`config.mk`:
```
export PLATFORM = sky130hd
export DESIGN_NAME = cfg_chain_feedthrough
export DESIGN_NICKNAME = d
export VERILOG_FILES = /design/src/rtl/cfg_chain_feedthrough.sv
export SDC_FILE = /design/constraint.sdc
export NUM_CORES = 1
export LEC_CHECK = 0
export BUFFER_PORTS_ARGS = -buffer_cell sky130_fd_sc_hd__buf_4
export CORE_UTILIZATION = 46
export CTS_BUF_LIST = sky130_fd_sc_hd__clkbuf_16
export DETAILED_ROUTE_END_ITERATION = 7
export PLACE_DENSITY_LB_ADDON = 0.25
export RECOVER_POWER = 100
export SETUP_SLACK_MARGIN = 0.3
export SLEW_MARGIN = 10
export SYNTH_ARGS = -nofsm -noshare
export SYNTH_HDL_FRONTEND = slang
export SYNTH_SLANG_ARGS = --single-unit
```
`constraint.sdc`:
```
create_clock -name prog_clk -period 1.9 [get_ports prog_clk]
set_input_delay 0.095 -clock prog_clk [delete_from_list [all_inputs] [get_ports prog_clk]]
set_output_delay 0.095 -clock prog_clk [all_outputs]
set_load 0.05 [all_outputs]
```
`src/rtl/cfg_chain_feedthrough.sv`:
```
// Configuration-chain feedthrough for one CLB tile column.
//
// Carries NUM_CHAINS configuration-chain heads from the north edge to the south edge
// through PIPE_DEPTH retiming stages. The stages advance only while the registered
// configuration enable is high. The block also forwards the fabric reset and test
// enable across the tile in the E<->W direction. A small FSM counts the shifts in
// each frame and flags complete, short and overrun frames for bring-up debug.
//
// Ports:
//   prog_clk            programming clock (sole clock)
//   pReset_N            synchronous active-low reset
//   config_enable_N_in  configuration enable from the north neighbour
//   config_enable       registered local configuration enable
//   sc_head_N_in        chain heads from the north
//   sc_head_S_out       retimed chain heads to the south
//   reset_E_in/W_in     fabric reset from the east/west
//   reset_W_out/E_out   reset forwarded to the west/east
//   Test_en_E_in/W_in   test enable from the east/west
//   Test_en_W_out/E_out test enable forwarded to the west/east
//   bit_count           shifts counted in the current frame
//   frame_done          last frame completed with exactly FRAME_LEN shifts
//   frame_err           sticky short/overrun frame flag
module cfg_chain_feedthrough #(
   parameter int unsigned NUM_CHAINS  = 1,
   parameter int unsigned PIPE_DEPTH  = 2,
   parameter int unsigned FRAME_LEN   = 64,
   parameter int unsigned CNT_W       = $clog2(FRAME_LEN + 1),
   parameter bit          RETIME_CTRL = 1'b1
) (
   input  logic                  prog_clk,
   input  logic                  pReset_N,
   input  logic                  config_enable_N_in,
   output logic                  config_enable,
   input  logic [NUM_CHAINS-1:0] sc_head_N_in,
   output logic [NUM_CHAINS-1:0] sc_head_S_out,
   input  logic                  reset_E_in,
   input  logic                  reset_W_in,
   output logic                  reset_W_out,
   output logic                  reset_E_out,
   input  logic                  Test_en_E_in,
   input  logic                  Test_en_W_in,
   output logic                  Test_en_W_out,
   output logic                  Test_en_E_out,
   output logic [CNT_W-1:0]      bit_count,
   output logic                  frame_done,
   output logic                  frame_err
);

   localparam logic [CNT_W-1:0] FrameLenC = CNT_W'(FRAME_LEN);

   typedef enum logic [1:0] {StIdle, StShift, StDone, StOverrun} state_e;

   // Local enable; every edge with en_q high is a shift edge.
   logic en_q;

   always_ff @(posedge prog_clk) begin
      if (!pReset_N) begin
         en_q <= 1'b0;
      end else begin
         en_q <= config_enable_N_in;
      end
   end

   assign config_enable = en_q;

   // Chain retiming pipe
   if (PIPE_DEPTH == 0) begin : g_pipe_bypass
      assign sc_head_S_out = sc_head_N_in;
   end else begin : g_pipe
      logic [NUM_CHAINS-1:0] pipe_q [PIPE_DEPTH];

      always_ff @(posedge prog_clk) begin
         if (!pReset_N) begin
            for (int i = 0; i < PIPE_DEPTH; i++) begin
               pipe_q[i] <= '0;
            end
         end else if (en_q) begin
            pipe_q[0] <= sc_head_N_in;
            for (int i = 1; i < PIPE_DEPTH; i++) begin
               pipe_q[i] <= pipe_q[i-1];
            end
         end
      end

      assign sc_head_S_out = pipe_q[PIPE_DEPTH-1];
   end

   // E/W control forwarding; runs regardless of the configuration enable.
   if (RETIME_CTRL) begin : g_ctrl_reg
      logic reset_w_q, reset_e_q, test_en_w_q, test_en_e_q;

      always_ff @(posedge prog_clk) begin
         if (!pReset_N) begin
            reset_w_q   <= 1'b0;
            reset_e_q   <= 1'b0;
            test_en_w_q <= 1'b0;
            test_en_e_q <= 1'b0;
         end else begin
            reset_w_q   <= reset_E_in;
            reset_e_q   <= reset_W_in;
            test_en_w_q <= Test_en_E_in;
            test_en_e_q <= Test_en_W_in;
         end
      end

      assign reset_W_out   = reset_w_q;
      assign reset_E_out   = reset_e_q;
      assign Test_en_W_out = test_en_w_q;
      assign Test_en_E_out = test_en_e_q;
   end else begin : g_ctrl_comb
      assign reset_W_out   = reset_E_in;
      assign reset_E_out   = reset_W_in;
      assign Test_en_W_out = Test_en_E_in;
      assign Test_en_E_out = Test_en_W_in;
   end

   // Frame-tracking FSM
   state_e           state_q, state_d;
   logic [CNT_W-1:0] cnt_q, cnt_d;
   logic             done_q, done_d;
   logic             err_q, err_d;
   logic [CNT_W-1:0] cnt_inc;

   // Cannot wrap: cnt_q < FRAME_LEN whenever the increment is used.
   assign cnt_inc = cnt_q + CNT_W'(1);

   always_comb begin
      state_d = state_q;
      cnt_d   = cnt_q;
      done_d  = done_q;
      err_d   = err_q;
      unique case (state_q)
         StIdle: begin
            if (en_q) begin
               cnt_d  = CNT_W'(1);
               done_d = 1'b0;
               if (FRAME_LEN == 1) begin
                  state_d = StDone;
                  done_d  = 1'b1;
               end else begin
                  state_d = StShift;
               end
            end else begin
               cnt_d = '0;
            end
         end
         StShift: begin
            if (en_q) begin
               cnt_d = cnt_inc;
               if (cnt_inc == FrameLenC) begin
                  state_d = StDone;
                  done_d  = 1'b1;
               end
            end else begin
               // Enable dropped before the frame filled: short frame.
               err_d   = 1'b1;
               cnt_d   = '0;
               state_d = StIdle;
            end
         end
         StDone: begin
            if (en_q) begin
               err_d   = 1'b1;
               cnt_d   = FrameLenC;
               state_d = StOverrun;
            end else begin
               cnt_d   = '0;
               state_d = StIdle;
            end
         end
         StOverrun: begin
            if (en_q) begin
               cnt_d = FrameLenC;
            end else begin
               cnt_d   = '0;
               state_d = StIdle;
            end
         end
         default: begin
            state_d = StIdle;
            cnt_d   = '0;
         end
      endcase
   end

   always_ff @(posedge prog_clk) begin
      if (!pReset_N) begin
         state_q <= StIdle;
         cnt_q   <= '0;
         done_q  <= 1'b0;
         err_q   <= 1'b0;
      end else begin
         state_q <= state_d;
         cnt_q   <= cnt_d;
         done_q  <= done_d;
         err_q   <= err_d;
      end
   end

   assign bit_count  = cnt_q;
   assign frame_done = done_q;
   assign frame_err  = err_q;

endmodule

```
==> metrics.csv, run 1 <==
metric,value,unit
outcome,completed,
clk slew on worst S/H paths,50,ps
DP Wirelength,1010,um
Post-synth EDFFs,2,
critical path class,reg2reg,
Yosys top cell area share,47.3,%
first-pass GRT wire length,2100,um
Peak supply drop,1.15,mV
Critical Path RT,2030,ps
root buffer cell,clkbuf_16,
Sink Count,18,
crit path launch,bit_count[0],
WHS,56.6,ps
RSZ-0062 raised after global routing,false,
max cap viols,0,
worst r2r path cells,5,
vias in the first global route,500,
setup TNS,0,ps
Post-CTS Setup Bufs,0,
measured slew at the worst slew-check pin,614,ps
nets,99,
CTS Buf Count,3,
drt pass-1 iters,4,
Pwr Density,1000,nW/um^2
gpl congestion,0.739,
Total GRT Usage,20.4,%
area of placed instances,860,sq um
Die Height,40.4,um
share of post-route cells with drive strength above 1,13.5,%
Syn Area/Cell,10.4,sq um
setup ws final,364,ps
Synth cell types,27,
Most used DFF post-synth,dfxtp_1,
largest fanout on the critical path,5,
PortBufs,22,
later-pin clock latency in the skew report,240,ps
skew final,3.79,ps
CP Launch Type,register,
fin cells,104,
cell area after layout,875,sq um
Final Setup Violations,0,
die width,40.4,um
Final min period,1540,ps
"Slew Viols, Final",0,
Slew HR,59.2,%
Post-Syn Area,677,sq um
full die area,1630,sq um
top-count cell post-synth,dfxtp_1,
Tcrit/Tclk final,80.8,%
"FFs w/ async S/R, synth",0,%
area of the core,1330,sq um
#FFs+latches synth,18,
setup slack at placement,429,ps
H-tree depth,1,
largest net degree at the start of global routing,16,
fmax,651,MHz
Ant. Diodes,0,
Leak,0.323,nW
Final Hold Fails,0,
HP Start,Test_en_E_in,
DR vias,547,
area grow syn2layout,29.2,%
register area share after synthesis,56.2,%
Via density,5.26,
Post-CTS Resized,0,
Critical Path AT,1670,ps
Post-Syn Instances,65,
Yosys top cell by area,dfxtp_1,
hold_buf cts,0,
Post-DRT Antenna Nets,0,
CTS tree,done,
hold path cells,2,
"reg-to-reg slack, setup",360,ps
worst hold-check path type,in2reg,
# rows,13,
initial antenna violation count,0,
most instantiated cells after synthesis,"16 x dfxtp_1, 6 x nor2_1, 5 x and2_1, 4 x nand3_1",
WL/cell,13.6,um
Largest register FFs,7,
starting density of the core,50.8,%
DRC violations left,0,
syn_nets,74,
drt initial violations,7,
R2R Path Start,bit_count[0],
grt ovf,0,
I/O Pins,23,
overall routed net length,1420,um
"Warnings, synthesis",0,
CP Capture Type,register,
worst-case clock buffer depth,2,
placed insts,100,
ranking of synthesized cells by area,"dfxtp_1 47%, edfxtp_1 8.9%, and2_1 4.6%, xnor2_1 3.9%, nor2_1 3.3%",
## worst paths after layout
kind,end
setup reg to reg,state_q[0]
hold / removal,Test_en_W_out
hold reg to reg,frame_err
setup / recovery,state_q[0]
## cells in the final DEF, fill, tap and decap left out, drive strengths merged
cell and count:
nor3b 1, inv 3, nor2 7, edfxtp 2
nand2 3, a31oi 1, o21ai 2, nand3b 2
and4b 1, o31ai 2, nand4b 1, xnor2 3
a21oi 1, dfxtp 16, o311a 1, clkbuf 19
nand3 5, ha 1, o311ai 1, o21a 1
xor2 2, nand2b 1, buf 6, and3 2
and2 5
## final cells by class
type                    count  area, sq um
multi-input cells          43          280
repair buffers             22          105
clock buffers               3         75.1
well taps                  15         18.8
clock inverters             1         3.75
fillers                   131          459
flip-flops and latches     18          384
inverters                   2         7.51
## report_power, final
part           internal, mW  switching [mW]  total (mW)
Clock                 0.279           0.131       0.410
Sequential            0.395         0.00775       0.403
Combinational        0.0173          0.0443      0.0616
## stage by stage
| stage | power [mW] | utilization [%] |
|---|---|---|
| 2_1_floorplan | 0.452 | - |
| 3_3_place_gp | 0.478 | 64.4 |
| 3_5_place_dp | 0.480 | 64.4 |
| 4_1_cts | 0.888 | 70.4 |
| 5_1_grt | 0.902 | 65.6 |
| 6_report | 0.874 | 65.6 |
## layer usage
layer	wire length (um)	global-route usage [%]
met1	563	20.0
met2	716	34.1
met3	97	11.1
met4	38	10.8
met5	0	0
## worst max-delay path, cell delays in order (launching register included)
cell and delay, ps:
dfxtp_1 390, ha_1 270, nor3b_1 180, and4b_1 200
a31oi_1 70, o311a_1 310
## cells by family after synthesis
family                   after synthesis  share of synthesized area, %
flip-flops                            18                          56.2
AND/OR/NAND/NOR                       28                          23.8
adder cells (fa/ha/maj)                1                          1.85
XOR/XNOR                               5                          6.47
buffers and inverters                  4                          2.40
AO/OA/AOI/OAI                          9                          9.24
(Power assumes the default switching activity.)
==> run 2: changes to the inputs <==
Clock period 1.9 ns to 1.6 ns, I/O delays scaled along.
==> metrics.csv, run 2 (same netlist as run 1, synthesis figures left out) <==
metric,value,unit,change
outcome,completed,,
CTS tree,done,,
Critical Path RT,1730,ps,-300 ps
cell area after layout,896,sq um,+2.4%
clk slew on worst S/H paths,50,ps,about the same
Ant. Diodes,0,,unchanged
Total GRT Usage,20.3,%,-0.091 points
Leak,0.319,nW,-1.1%
grt ovf,0,,unchanged
full die area,1630,sq um,unchanged
nets,99,,unchanged
vias in the first global route,493,,-1.4%
placed insts,100,,unchanged
"commonest non-fill, non-tap cell in the layout",clkbuf_1,,
Sink Count,18,,unchanged
Final Hold Fails,0,,unchanged
WL/cell,13.5,um,-0.42%
Final Setup Violations,0,,unchanged
crit-path cells,ha_4 > nor3b_1 > and4b_1 > a31oi_1 > o311a_1,,
setup TNS,0,ps,unchanged
share of post-route cells with drive strength above 1,20.2,%,+6.7 points
DRC violations left,0,,unchanged
register area,393,sq um,+2.3%
worst hold-check path type,in2reg,,
crit path launch,bit_count[1],,
Via density,5.38,,+2.4%
CP top delay family,compound AO/OA/AOI/OAI gates,,
hold_buf cts,0,,unchanged
Slew HR,60.0,%,+0.79 points
HP Start,reset_W_in,,
# rows,13,,unchanged
multi-input logic area,293,sq um,+4.5%
drt initial violations,11,,+4
fmax,719,MHz,+10%
fin util,67.2,%,+1.6 points
fin cells,104,,unchanged
largest net degree at the start of global routing,16,,unchanged
Pwr Density,1170,nW/um^2,+17%
I/O Pins,23,,unchanged
first-pass GRT wire length,2070,um,-1.3%
R2R Path Start,bit_count[1],,
root buffer cell,clkbuf_16,,
drt pass-1 iters,3,,-1
PortBufs,22,,unchanged
die width,40.4,um,unchanged
area grow syn2layout,32.3,%,
worst-case clock buffer depth,2,,unchanged
CTS Buf Count,3,,unchanged
overall routed net length,1410,um,-0.42%
CP Capture Type,register,,
critical path class,reg2reg,,
fillers,113,,-14%
largest fanout on the critical path,5,,unchanged
Die Height,40.4,um,unchanged
Largest register FFs,7,,unchanged
area of placed instances,883,sq um,+2.8%
Tcrit/Tclk final,86.9,%,+6.1 points
max cap viols,0,,unchanged
most frequent cells in the layout,"16 x clkbuf_1, 10 x dfxtp_1, 6 x nor2_1, 6 x buf_4",,
measured slew at the worst slew-check pin,602,ps,-11.9 ps
Critical Path AT,1520,ps,-150 ps
RSZ-0062 raised after global routing,true,,
H-tree depth,1,,unchanged
max incr delay on CP,370,ps,-20 ps
CP max stage cell,dfxtp_4,,
Peak supply drop,0.726,mV,-37%
"Slew Viols, Final",0,,unchanged
Final min period,1390,ps,-146 ps
Post-DRT Antenna Nets,0,,unchanged
CP Launch Type,register,,
area of the core,1330,sq um,unchanged
gpl congestion,0.779,,+5.3%
starting density of the core,50.8,%,unchanged
initial antenna violation count,0,,unchanged
power consumption,1.05,mW,+20%
skew final,1.62,ps,-2.17 ps
DR vias,560,,+2.4%
later-pin clock latency in the skew report,250,ps,about the same
worst path bufs/invs,0,,unchanged
-- run 2: cell types whose count changed in the layout (fill, tap and decap cells not counted), sizes merged --
cell / before / now
clkinv: 0 / 1
inv: 3 / 2
-- run 2: path summary, 6_finish.rpt --
check             slack (ps)           to  depth (start not counted)
setup / recovery         210   state_q[0]                          5
hold / removal            40  reset_E_out                          2
hold reg to reg          460    frame_err                          1
setup reg to reg         210   state_q[0]                          5
-- run 2: layout make-up --
type                            count  area share, %
Multi-Input combinational cell     43           32.7
Sequential cell                    18           43.9
Inverter                            2          0.838
Clock buffer                        3           8.38
Clock inverter                      1          0.419
Timing Repair Buffer               22           11.7
Tap cell                           15           2.09
-- run 2: power breakdown --
group          internal [mW]  leakage, nW  switching, mW
clock                  0.332       0.0385          0.164
combinational         0.0210        0.126         0.0524
sequential             0.468        0.155        0.00942
total                  0.821        0.319          0.226
-- run 2: metrics by stage --
stage / hold WS (ps) / worst slack [ps]
floorplan: 207 / 200
CTS: 40.9 / 235
detailed placement: 293 / 228
global route: 42.7 / 130
global placement: 287 / 306
finish: 40.1 / 210
-- run 2: metal layers --
layer | wire [um] | vias to the layer above | global-route usage [%]
li1 | - | 274 | -
met1 | 625 | 265 | 22.4
met2 | 669 | 15 | 32.1
met3 | 71 | 6 | 6.67
met4 | 43 | 0 | 15.0
met5 | 0 | - | 0
-- run 2: timing repair --
item	CTS	global route
resized for setup	1	0
hold endpoints to repair	0	0
gates cloned	0	0
setup buffers	0	0
endpoints found under the setup margin	3	3
-- run 2: worst register-to-register path, delay by kind of cell, from the launching register on --
family / cells / cell delay (ps)
AO/OA/AOI/OAI: 2 / 390
flip-flops: 1 / 370
AND/OR/NAND/NOR: 2 / 360
adder cells (fa/ha/maj): 1 / 160
==> run 3: changes to the inputs <==
Settings changed: MAX_ROUTING_LAYER set to met4.
==> metrics.csv, run 3 (same netlist as run 1, synthesis figures left out) <==
metric,value,unit,change
grt ovf,0,,unchanged
largest net degree at the start of global routing,16,,unchanged
Largest register FFs,7,,unchanged
setup TNS,0,ps,unchanged
gpl congestion,0.789,,+1.4%
share of post-route cells with drive strength above 1,20.2,%,unchanged
outcome,completed,,
Tcrit/Tclk final,86.9,%,about the same
worst-case clock buffer depth,2,,unchanged
DRC violations left,0,,unchanged
die width,40.4,um,unchanged
Post-CTS Setup Bufs,0,,unchanged
Leak,0.319,nW,unchanged
Slew HR,60.0,%,about the same
DR vias,565,,+0.89%
power consumption,1.04,mW,-0.61%
WL/cell,13.6,um,+0.43%
CP Launch Type,register,,
"reg-to-reg slack, setup",210,ps,about the same
H-tree depth,1,,unchanged
switch share,21.1,%,-0.48 points
clk slew on worst S/H paths,50,ps,about the same
Final Hold Fails,0,,unchanged
Final min period,1390,ps,-0.226 ps
RSZ-0062 raised after global routing,true,,
starting density of the core,50.8,%,unchanged
combinational share of power,7.0,%,about the same
Final Setup Violations,0,,unchanged
largest fanout on the critical path,5,,unchanged
Reg power frac,45.9,%,+0.3 points
worst hold-check path type,in2reg,,
Die Height,40.4,um,unchanged
placed insts,100,,unchanged
CTS tree,done,,
CP Capture Type,register,,
PortBufs,22,,unchanged
CTS Buf Count,3,,unchanged
Peak supply drop,0.724,mV,-0.34%
most frequent cells in the layout,"16 x clkbuf_1, 10 x dfxtp_1, 6 x nor2_1, 6 x buf_4",,
vias in the first global route,494,,+0.20%
"commonest non-fill, non-tap cell in the layout",clkbuf_1,,
Hold Path End,Test_en_E_out,,
Pint,820,uW,about the same
I/O Pins,23,,unchanged
Via density,5.43,,+0.89%
area grow syn2layout,32.3,%,unchanged
Total GRT Usage,20.9,%,+0.57 points
# rows,13,,unchanged
root buffer cell,clkbuf_16,,
later-pin clock latency in the skew report,240,ps,about the same
overall routed net length,1420,um,+0.43%
initial antenna violation count,0,,unchanged
skew final,3.21,ps,+1.59 ps
full die area,1630,sq um,unchanged
critical path class,reg2reg,,
HP Start,Test_en_W_in,,
"Slew Viols, Final",0,,unchanged
drt pass-1 iters,4,,+1
Ant. Diodes,0,,unchanged
first-pass GRT wire length,2060,um,-0.34%
worst r2r path cells,5,,unchanged
nets,99,,unchanged
switching power,220,uW,-2.8%
fmax,719,MHz,about the same
Sink Count,18,,unchanged
area of the core,1330,sq um,unchanged
fin cells,104,,unchanged
clock network fraction of total power,47.0,%,-0.4 points
max cap viols,0,,unchanged
fin util,67.2,%,unchanged
Pwr Density,1160,nW/um^2,-0.61%
R2R Path Start,bit_count[1],,
drt initial violations,14,,+3
Critical Path AT,1520,ps,about the same
Critical Path RT,1730,ps,about the same
Post-DRT Antenna Nets,0,,unchanged
hold path cells,2,,unchanged
measured slew at the worst slew-check pin,602,ps,+0.0272 ps
RR Endpoint,state_q[0],,
==> run 3: worst max path at each step <==
stage	to	startpoint	slack, ps
after global placement	state_q[0]	bit_count[1]	310
after CTS	state_q[0]	bit_count[1]	230
after detailed placement	state_q[0]	bit_count[0]	230
after global routing	state_q[0]	bit_count[0]	130
final	state_q[0]	bit_count[1]	210
after floorplan	state_q[0]	bit_count[0]	200
==> run 3: worst max-delay path: stages, from the launching register on <==
cell and delay, ps:
dfxtp_4 370, ha_4 160, nor3b_1 160, and4b_1 200, a31oi_1 70, o311a_1 320
==> run 3: layer usage <==
layer	vias to the layer above	global-route usage [%]	part of all wire, %
li1	276	-	-
met1	272	22.4	44
met2	13	32.1	49
met3	4	6.67	4.9
met4	0	15.0	2.5
met5	-	-	0
==> run 3: stage by stage <==
step | worst slack, ps | hold slack (ps) | area (sq um)
after floorplan | 200 | 207 | 708
after global placement | 306 | 287 | 883
after detailed placement | 228 | 293 | 883
after CTS | 235 | 40.9 | 968
after global routing | 130 | 42.7 | 896
final | 210 | 41.7 | 896
==> run 3: repair_timing <==
item                       4_1_cts  5_1_grt
hold buffers                     0        0
gates resized for setup          1        0
setup endpoints to repair        3        3
pin swaps                        0        0
==> run 3: layout make-up <==
| class | instances | area (sq um) |
|---|---|---|
| Multi-Input combinational cell | 43 | 293 |
| Clock inverter | 1 | 3.75 |
| Tap cell | 15 | 18.8 |
| Inverter | 2 | 7.51 |
| Clock buffer | 3 | 75.1 |
| Timing Repair Buffer | 22 | 105 |
| Sequential cell | 18 | 393 |
| Fill cell | 113 | 438 |
==> run 3: power groups by stage <==
stage          clock network, mW  logic [mW]  registers [mW]
6_report                   0.489      0.0733           0.477
5_1_grt                    0.523      0.0782           0.479
4_1_cts                    0.498      0.0844           0.478
3_5_place_dp                   0      0.0842           0.487
3_3_place_gp                   0      0.0823           0.486
2_1_floorplan                  0      0.0174           0.520
